<file path="config.mk">
export PLATFORM = sky130hd
export DESIGN_NAME = load_store_unit
export DESIGN_NICKNAME = d
export VERILOG_FILES = /design/src/rtl/load_store_unit.sv
export SDC_FILE = /design/constraint.sdc
export NUM_CORES = 1
export LEC_CHECK = 0
export CORE_ASPECT_RATIO = 1.5
export CORE_MARGIN = 2
export CORE_UTILIZATION = 51
export DETAILED_ROUTE_END_ITERATION = 8
export PLACE_DENSITY = 0.89
export SYNTH_ARGS = -nofsm -noshare
export SYNTH_HDL_FRONTEND = slang
export SYNTH_SLANG_ARGS = --single-unit
</file>
<file path="constraint.sdc">
create_clock -name clk -period 5.7 [get_ports clk]
set_clock_uncertainty 0.15 [all_clocks]
set_input_delay 0.57 -clock clk [delete_from_list [all_inputs] [get_ports clk]]
set_output_delay 0.57 -clock clk [all_outputs]
set_load 0.02 [all_outputs]
</file>
<file path="src/rtl/load_store_unit.sv">
`default_nettype none
// ============================================================================
//  Module      : load_store_unit
//  Description : MEM-stage initiator for a word-wide data memory. Accepts one
//                load/store per handshake, runs read-modify-write for SB/SH,
//                returns sign/zero-extended load data and reports misaligned,
//                illegal-width and timeout errors.
//  Revision    : 1.0 - initial release
// ============================================================================
module load_store_unit #(
    parameter int TIMEOUT_CYCLES = 16
) (
    input  logic        clk,
    input  logic        reset_n,
    input  logic        req_valid,
    output logic        req_ready,
    input  logic        req_store,
    input  logic [31:0] req_addr,
    input  logic [2:0]  req_func3,
    input  logic [31:0] req_wdata,
    output logic        resp_valid,
    output logic [31:0] resp_rdata,
    output logic        resp_err,
    output logic [1:0]  resp_cause,
    output logic        mem_writeEn,
    output logic [31:0] mem_addr,
    output logic [2:0]  mem_func3,
    output logic [31:0] mem_storeVal,
    input  logic [31:0] mem_loadVal,
    input  logic        mem_data_ready
);

    localparam int              CNT_W        = $clog2(TIMEOUT_CYCLES + 1);
    localparam logic [CNT_W-1:0] c_cnt_last  = CNT_W'(TIMEOUT_CYCLES - 1);
    localparam logic [1:0]      c_cause_none = 2'b00;
    localparam logic [1:0]      c_cause_mis  = 2'b01;
    localparam logic [1:0]      c_cause_ill  = 2'b10;
    localparam logic [1:0]      c_cause_tmo  = 2'b11;

    typedef enum logic [2:0] {
        S_IDLE    = 3'd0,
        S_RD      = 3'd1,
        S_RD_WAIT = 3'd2,
        S_WR      = 3'd3,
        S_WR_WAIT = 3'd4,
        S_RESP    = 3'd5
    } state_t;

    state_t             r_state;
    state_t             w_state_nxt;

    // Latched request fields (only what later states actually need)
    logic               r_store;
    logic [1:0]         r_lane;
    logic [2:0]         r_func3;
    logic [15:0]        r_wdata;
    logic [CNT_W-1:0]   r_cnt;

    // Registered outputs
    logic               r_req_ready;
    logic               r_resp_valid;
    logic [31:0]        r_resp_rdata;
    logic               r_resp_err;
    logic [1:0]         r_resp_cause;
    logic               r_mem_we;
    logic [31:0]        r_mem_addr;
    logic [31:0]        r_mem_storeval;

    // Next-state values for the registered outputs
    logic               w_accept;
    logic               w_illegal;
    logic               w_misaligned;
    logic [CNT_W-1:0]   w_cnt_nxt;
    logic               w_mem_we_nxt;
    logic [31:0]        w_mem_addr_nxt;
    logic [31:0]        w_mem_storeval_nxt;
    logic [31:0]        w_resp_rdata_nxt;
    logic               w_resp_err_nxt;
    logic [1:0]         w_resp_cause_nxt;

    // Pick the addressed lane of a loaded word and extend it to 32 bits
    function automatic logic [31:0] f_extract(input logic [31:0] word,
                                              input logic [1:0]  lane,
                                              input logic [2:0]  f3);
        logic [7:0]  v_b;
        logic [15:0] v_h;
        logic [31:0] v_res;
        v_b = word[{lane, 3'b000} +: 8];
        v_h = lane[1] ? word[31:16] : word[15:0];
        case (f3[1:0])
            2'b00:   v_res = f3[2] ? {24'h0, v_b} : {{24{v_b[7]}}, v_b};
            2'b01:   v_res = f3[2] ? {16'h0, v_h} : {{16{v_h[15]}}, v_h};
            default: v_res = word;
        endcase
        return v_res;
    endfunction

    // Overlay the store byte/half onto the word read back from memory
    function automatic logic [31:0] f_merge(input logic [31:0] word,
                                            input logic [1:0]  lane,
                                            input logic [2:0]  f3,
                                            input logic [15:0] wd);
        logic [31:0] v_res;
        v_res = word;
        if (f3[1:0] == 2'b00) begin
            v_res[{lane, 3'b000} +: 8] = wd[7:0];
        end else if (lane[1]) begin
            v_res[31:16] = wd;
        end else begin
            v_res[15:0] = wd;
        end
        return v_res;
    endfunction

    assign w_accept     = (r_state == S_IDLE) && req_valid;
    // Reserved widths, or unsigned variants used with a store
    assign w_illegal    = (req_func3 == 3'b011) || (req_func3 == 3'b110) ||
                          (req_func3 == 3'b111) || (req_store && req_func3[2]);
    assign w_misaligned = ((req_func3[1:0] == 2'b01) && req_addr[0]) ||
                          ((req_func3[1:0] == 2'b10) && (req_addr[1:0] != 2'b00));

    // Next-state and next-output decode; every output is registered from here
    always_comb begin
        w_state_nxt        = r_state;
        w_cnt_nxt          = r_cnt;
        w_mem_we_nxt       = 1'b0;
        w_mem_addr_nxt     = r_mem_addr;
        w_mem_storeval_nxt = r_mem_storeval;
        w_resp_rdata_nxt   = 32'h0;
        w_resp_err_nxt     = 1'b0;
        w_resp_cause_nxt   = c_cause_none;
        case (r_state)
            S_IDLE: begin
                if (req_valid) begin
                    if (w_illegal) begin
                        w_state_nxt      = S_RESP;
                        w_resp_err_nxt   = 1'b1;
                        w_resp_cause_nxt = c_cause_ill;
                    end else if (w_misaligned) begin
                        w_state_nxt      = S_RESP;
                        w_resp_err_nxt   = 1'b1;
                        w_resp_cause_nxt = c_cause_mis;
                    end else begin
                        w_mem_addr_nxt = {req_addr[31:2], 2'b00};
                        if (req_store && (req_func3[1:0] == 2'b10)) begin
                            w_state_nxt        = S_WR;
                            w_mem_we_nxt       = 1'b1;
                            w_mem_storeval_nxt = req_wdata;
                        end else begin
                            w_state_nxt = S_RD;
                        end
                    end
                end
            end
            S_RD: begin
                w_state_nxt = S_RD_WAIT;
                w_cnt_nxt   = '0;
            end
            S_RD_WAIT: begin
                if (mem_data_ready) begin
                    if (r_store) begin
                        w_state_nxt        = S_WR;
                        w_mem_we_nxt       = 1'b1;
                        w_mem_storeval_nxt = f_merge(mem_loadVal, r_lane, r_func3, r_wdata);
                    end else begin
                        w_state_nxt      = S_RESP;
                        w_resp_rdata_nxt = f_extract(mem_loadVal, r_lane, r_func3);
                    end
                end else if (r_cnt == c_cnt_last) begin
                    w_state_nxt      = S_RESP;
                    w_resp_err_nxt   = 1'b1;
                    w_resp_cause_nxt = c_cause_tmo;
                end else begin
                    w_cnt_nxt = r_cnt + CNT_W'(1);
                end
            end
            S_WR: begin
                w_state_nxt = S_WR_WAIT;
                w_cnt_nxt   = '0;
            end
            S_WR_WAIT: begin
                if (mem_data_ready) begin
                    w_state_nxt = S_RESP;
                end else if (r_cnt == c_cnt_last) begin
                    w_state_nxt      = S_RESP;
                    w_resp_err_nxt   = 1'b1;
                    w_resp_cause_nxt = c_cause_tmo;
                end else begin
                    w_cnt_nxt = r_cnt + CNT_W'(1);
                end
            end
            S_RESP: begin
                w_state_nxt = S_IDLE;
            end
            default: begin
                w_state_nxt = S_IDLE;
            end
        endcase
    end

    // State, counter and registered outputs
    always_ff @(posedge clk or negedge reset_n) begin
        if (!reset_n) begin
            r_state        <= S_IDLE;
            r_cnt          <= '0;
            r_req_ready    <= 1'b1;
            r_resp_valid   <= 1'b0;
            r_resp_rdata   <= 32'h0;
            r_resp_err     <= 1'b0;
            r_resp_cause   <= c_cause_none;
            r_mem_we       <= 1'b0;
            r_mem_addr     <= 32'h0;
            r_mem_storeval <= 32'h0;
        end else begin
            r_state        <= w_state_nxt;
            r_cnt          <= w_cnt_nxt;
            r_req_ready    <= (w_state_nxt == S_IDLE);
            r_resp_valid   <= (w_state_nxt == S_RESP);
            r_resp_rdata   <= w_resp_rdata_nxt;
            r_resp_err     <= w_resp_err_nxt;
            r_resp_cause   <= w_resp_cause_nxt;
            r_mem_we       <= w_mem_we_nxt;
            r_mem_addr     <= w_mem_addr_nxt;
            r_mem_storeval <= w_mem_storeval_nxt;
        end
    end

    // Capture request fields at the accepting edge
    always_ff @(posedge clk or negedge reset_n) begin
        if (!reset_n) begin
            r_store <= 1'b0;
            r_lane  <= 2'b00;
            r_func3 <= 3'b000;
            r_wdata <= 16'h0;
        end else if (w_accept) begin
            r_store <= req_store;
            r_lane  <= req_addr[1:0];
            r_func3 <= req_func3;
            r_wdata <= req_wdata[15:0];
        end
    end

    assign req_ready    = r_req_ready;
    assign resp_valid   = r_resp_valid;
    assign resp_rdata   = r_resp_rdata;
    assign resp_err     = r_resp_err;
    assign resp_cause   = r_resp_cause;
    assign mem_writeEn  = r_mem_we;
    assign mem_addr     = r_mem_addr;
    assign mem_func3    = 3'b010;
    assign mem_storeVal = r_mem_storeval;

endmodule
`default_nettype wire

</file>
# Word-level counts from Yosys, hierarchy flattened
# Cells that the tools add are included.
[totals]
reg_bits = 130
inputBits = 104
output_inout_bits = 105
elab_cells = 110
[op_classes]
n_mux = 49
bitwise_logic = 2
n_shift = 3
reduce_logical = 20
add_sub_neg = 2
n_eq_ne = 20
[op_table]
columns = ["operator", "count"]
rows = [
  ["$mux W32", 12],
  ["$pmux W32 S2", 2],
  ["$mux W16", 3],
  ["$bwmux W32", 1],
  ["$shift A8 B7 Y32 const A", 1],
  ["$shiftx A32 B6 Y8", 1],
  ["$shiftx A8 B7 Y32", 1],
  ["$mux W3", 7],
  ["$pmux W3 S5", 1],
  ["$ne A2 B2 Y1 const B", 7],
  ["$eq A3 B3 Y1 const B", 4],
  ["$mux W1", 12],
  ["$mux W2", 5],
  ["$mux W5", 2],
  ["$pmux W5 S2", 1],
  ["$eq A3 B2 Y1 const B", 3],
  ["$neg A5 Y7", 1],
  ["$reduce_and A7 Y1", 1],
  ["$logic_not A3 Y1", 2],
  ["$reduce_bool A2 Y1", 3],
  ["$add A5 B1 Y5 const B", 1],
  ["$eq A5 B4 Y1 const B", 1],
  ["$logic_and A1 B1 Y1", 5],
  ["$eq A2 B1 Y1 const B", 2],
  ["other kinds (11)", 17],
]

# Depth between registers and ports, before layout
[logic_depth]
depth_word = 8
mapped_depth = 9
depth_no_buf = 7

# Worst setup path after synthesis
# OpenSTA, ideal clock, no wires.
[synth_path]
path_kind = "reg2reg"
startpoint = "register r_lane[1]"
endpoint = "register r_mem_storeval[10], in the netlist mem_storeVal[10]"
slack_ps = 3323
required_time_ps = 5425
arrival_time_ps = 2102
setup_time_ps = 125
stages_incl_launch_ff = 10
path_buffers = 3
period_less_slack_ps = 2377
path_cell_list = "dfrtp_1 -> buf_2 -> buf_2 -> inv_1 -> ha_1 -> and4b_1 -> clkbuf_1 -> a221oi_1 -> o21ai_0 -> mux2_2"
[synth_via]
elab_chain_len = 7
word_cells_on_any_way = 9
cone_classes = "1 x add/sub; 2 x shift; 6 x mux"
[synth_lines]
columns = ["element", "line", "source"]
rows = [
  ["start: declaration", "54", "logic [1:0] r_lane;"],
  ["start signal: assignment", "237", "r_lane <= req_addr[1:0];"],
  ["$neg A5 Y7", "106", "v_res[{lane, 3'b000} +: 8] = wd[7:0];"],
  ["$shiftx A8 B7 Y32 / $shift A8 B7 Y32 (equally long branches)", "106", ""],
  ["$bwmux W32", "106", ""],
  ["$mux W32 *", "105", "if (f3[1:0] == 2'b00) begin"],
  ["$mux W32 *", "161", "if (r_store) begin"],
  ["$mux W32 *", "160", "if (mem_data_ready) begin"],
  ["$pmux W32 S2 *", "132", "case (r_state)"],
  ["end signal: assignment", "224", "r_mem_storeval <= w_mem_storeval_nxt;"],
  ["end: declaration", "67", "logic [31:0] r_mem_storeval;"],
]
# Every way passes the cells marked *; elsewhere a longest branch is shown, timed or not. The select of a mux whose other input is x is not followed.
# A chain may end at the register's enable or synchronous reset.

# Worst setup path after layout
[layout_path]
startpoint = "register r_lane[1]"
endpoint = "register r_mem_storeval[0], in the netlist mem_storeVal[0]"
# Same word-level chain as after synthesis.

==> flow_summary.toml <==
[run_status]
outcome = "finished clean"

[grt]
global_route.overflow_total = 0
grt_use_total_pct = 29.1
first_global_vias = 5962
grt_antenna_before_repair = 0
grt_start_max_net_pins = 79
global_route_wire_length_before_repair_mm = 32.1

[synthesis]
yosys.area_share.simple_pct = 8.86
post_synth_fa_ha_maj_area_fraction_pct = 1.32
synth_top_family_by_area = "multiplexers"
netlist-cell-type-count = 48
synth_compound_area_share_pct = 15.7
seq_total_area_yosys_pct = 49.1
synth.mux.area_fraction_pct = 19.2
yosysWarnings = 0
synth_seq_cells = 130
synth.avg_cell_area_um2 = 10.8
syn_area_um2 = 6630
area_share_of_xor_xnor_cells_in_the_synthesized_design_pct = 0.264
syn-instance-count = 612

[clocking]
clk_root_buffer_cell = "sky130_fd_sc_hd__clkbuf_16"
clkSinkCount = 130
cts_inserted_buffers = 17
cts_resized = 0
clock_insertion_delay_worst_skew_ns = 0.42
cts_tree = "yes"
cts.htree.levels = 4
cts-root-to-sink-buffers = 2
cts-hold-fix-buffers = 0
post_cts_setup_buffers = 0
cts.clk_slew.worst_paths_ns = 0.06

[final_layout]
layout_nets = 908
final_util_pct = 72.5
areaGrowthSynthToFinish_pct = 40.3
fin_cells = 969
proportion_of_layout_cells_with_a_drive_suffix_above_1_pct = 19.6
antenna_cell_count = 0

[route]
routed-via-count = 5923
ant_nets = 0
routed_wl_mm = 20.3
vias_per_cell = 6.11
drc = 0
first_iter_violations = 559
routed_wire_length_per_instance_um = 21.0
drt_first_pass_iters = 6

[floorplanning]
core_region_area_um2 = 12800
placement_rows = 51
die_area_um2 = 13900
die_width_um = 97.1
die_h_um = 144
floorplan.io_pins = 209
start_util_pct = 51.7

[timing]
total_neg_setup_slack_ns = 0
report.final.setup_viol = 0
grt_setup_unrepaired = "false"
final_period_minus_worst_setup_slack_ns = 3.48
timing.hold.ws_ns = 0.121
timing.final.max_slew_violations = 0
slew-limit-headroom_pct = 11.7
max_slew.worst_pin.slew_ns = 1.31
final_hold_viol_count = 0
worst_slack_ns = 2.22
finalCritPeriodShare_pct = 61.0
fmax_mhz = 287

[critical_path]
critPathLaunchType = "flip-flop"
critical_path.endpoint_type = "flip-flop"
crit_chain = "buf_4, inv_1, ha_1, nor4bb_1, a221oi_1, o21ai_0, mux2_2"
critPathKind = "flip-flop to flip-flop"
cp_slowest_cell = "sky130_fd_sc_hd__nor4bb_1"
critPathTopFamily = "simple AND/OR/NAND/NOR gates"
worstPathBufferInverterCount = 2
cp.arrival_ns = 3.68
critical_path_peak_fanout = 49
worst-endpoint-required_ns = 5.90
crit_path_max_incr_delay_ns = 1.09

[placed_design]
port_buffers = 203
placed_cells_incl_taps = 937
place_ws_ns = 2.08
gpl.final_weighted_congestion = 0.917
place.detailed.hpwl_mm = 14.8

[pwr]
power.ir.vdd_worst_mv = 0.275
static-leakage-power_nw = 3.97
pwr_density_nw_per_um2 = 528

[run]
max-cap-violations = 0

[worst_hold_path]
worst_hold_path_type = "primary input to asynchronous set/reset pin"
[routing by layer]
layer / part of all wire, % / track usage [%] / wire length [um]
met5: 0 / 0 / 0
met4: 5.8 / 17.3 / 1170
met3: 7.7 / 4.91 / 1570
met2: 51 / 50.5 / 10400
met1: 35 / 33.9 / 7130
[cells in the final DEF (no fill, tap or decap), drive strengths merged, types with 9 or more instances in the layout]
cell type / instances
nand2: 56
inv: 40
nor2: 20
clkdlybuf4s50: 202
nor4bb: 9
mux2: 110
a221oi: 35
dfrtp: 129
a21oi: 23
clkbuf: 17
o21ai: 83
[registers in the layout, indices dropped and copies added, names as in the netlist]
| register | count |
|---|---|
| req_ready | 1 |
| mem_addr | 30 |
| mem_storeVal | 32 |
| resp_err | 1 |
| resp_rdata | 32 |
| r_wdata | 16 |
| r_lane | 2 |
| r_cnt | 5 |
| r_state | 3 |
| r_func3 | 3 |
| resp_valid | 1 |
| mem_writeEn | 1 |
| r_store | 1 |
| resp_cause | 2 |
[Yosys cell counts, drive strengths merged]
master	number	area share, %
dfrtp	129	49
mux2	110	19
o21ai	83	6.3
nand2	56	3.2
a221oi	35	4.6
inv	33	1.9
buf	26	2.4
a21oi	23	1.7
clkbuf	21	1.2
nor2	20	1.1
nor4bb	9	1.4
nand3	8	0.60
a222oi	7	1.1
ha	7	1.3
a32oi	5	0.66
nand3b	4	0.45
or2	3	0.28
a21boi	2	0.23
a31oi	2	0.19
and3	2	0.19
conb	2	0.11
nand2b	2	0.19
nor3	2	0.15
nor3b	2	0.30
o22ai	2	0.40
or3b	2	0.26
xor2	2	0.26
a211oi	1	0.11
a221o	1	0.15
and2	1	0.094
and4b	1	0.15
dfstp	1	0.40
mux2i	1	0.15
mux4	1	0.34
nor2b	1	0.094
nor4	1	0.094
nor4b	1	0.23
o21a	1	0.11
o31ai	1	0.11
or3	1	0.094
[worst paths after layout]
kind / from / to / slack [ns] / cells past startpoint
max: r_lane[1] / mem_storeVal[0] / 2.22 / 7
min: reset_n / mem_addr[19] / 0.12 / 1
max reg2reg: r_lane[1] / mem_storeVal[0] / 2.22 / 7
min reg2reg: mem_addr[10] / mem_addr[10] / 0.35 / 1
max in group asynchronous: reset_n / r_state[2] / 4.00 / 2
min in group clk: mem_addr[10] / mem_addr[10] / 0.35 / 1
[per-stage QoR]
stage	power (mW)	instance area (um^2)
after detailed placement	3.78	8700
after global routing	5.15	9290
after global placement	3.70	8700
after CTS	4.90	9290
after floorplan	2.87	6640
final	4.91	9290
[where the power goes]
| part | switching, mW | internal, mW | total, mW |
|---|---|---|---|
| Combinational | 1.09 | 1.07 | 2.17 |
| Clock | 0.441 | 0.656 | 1.10 |
| Sequential | 0.375 | 1.27 | 1.64 |
| Total | 1.91 | 3.00 | 4.91 |
[area by class of cell]
type,instances,area (um^2)
Clock buffer,17,425
Clock inverter,15,170
Fill cell,929,3530
Inverter,33,124
Multi-Input combinational cell,405,3040
Sequential cell,130,3250
Tap cell,159,199
Timing Repair Buffer,210,2080
[kinds of logic (layout without fill, tap and decap cells)]
family | after synthesis | in the layout
multiplexers | 112 | 112
buffers and inverters | 80 | 275
AND/OR/NAND/NOR | 116 | 116
AO/OA/AOI/OAI | 163 | 163
flip-flops | 130 | 130
other | 2 | 5
XOR/XNOR | 2 | 2
adder cells (fa/ha/maj) | 7 | 7
No activity file was read; power rests on OpenSTA's default activity.
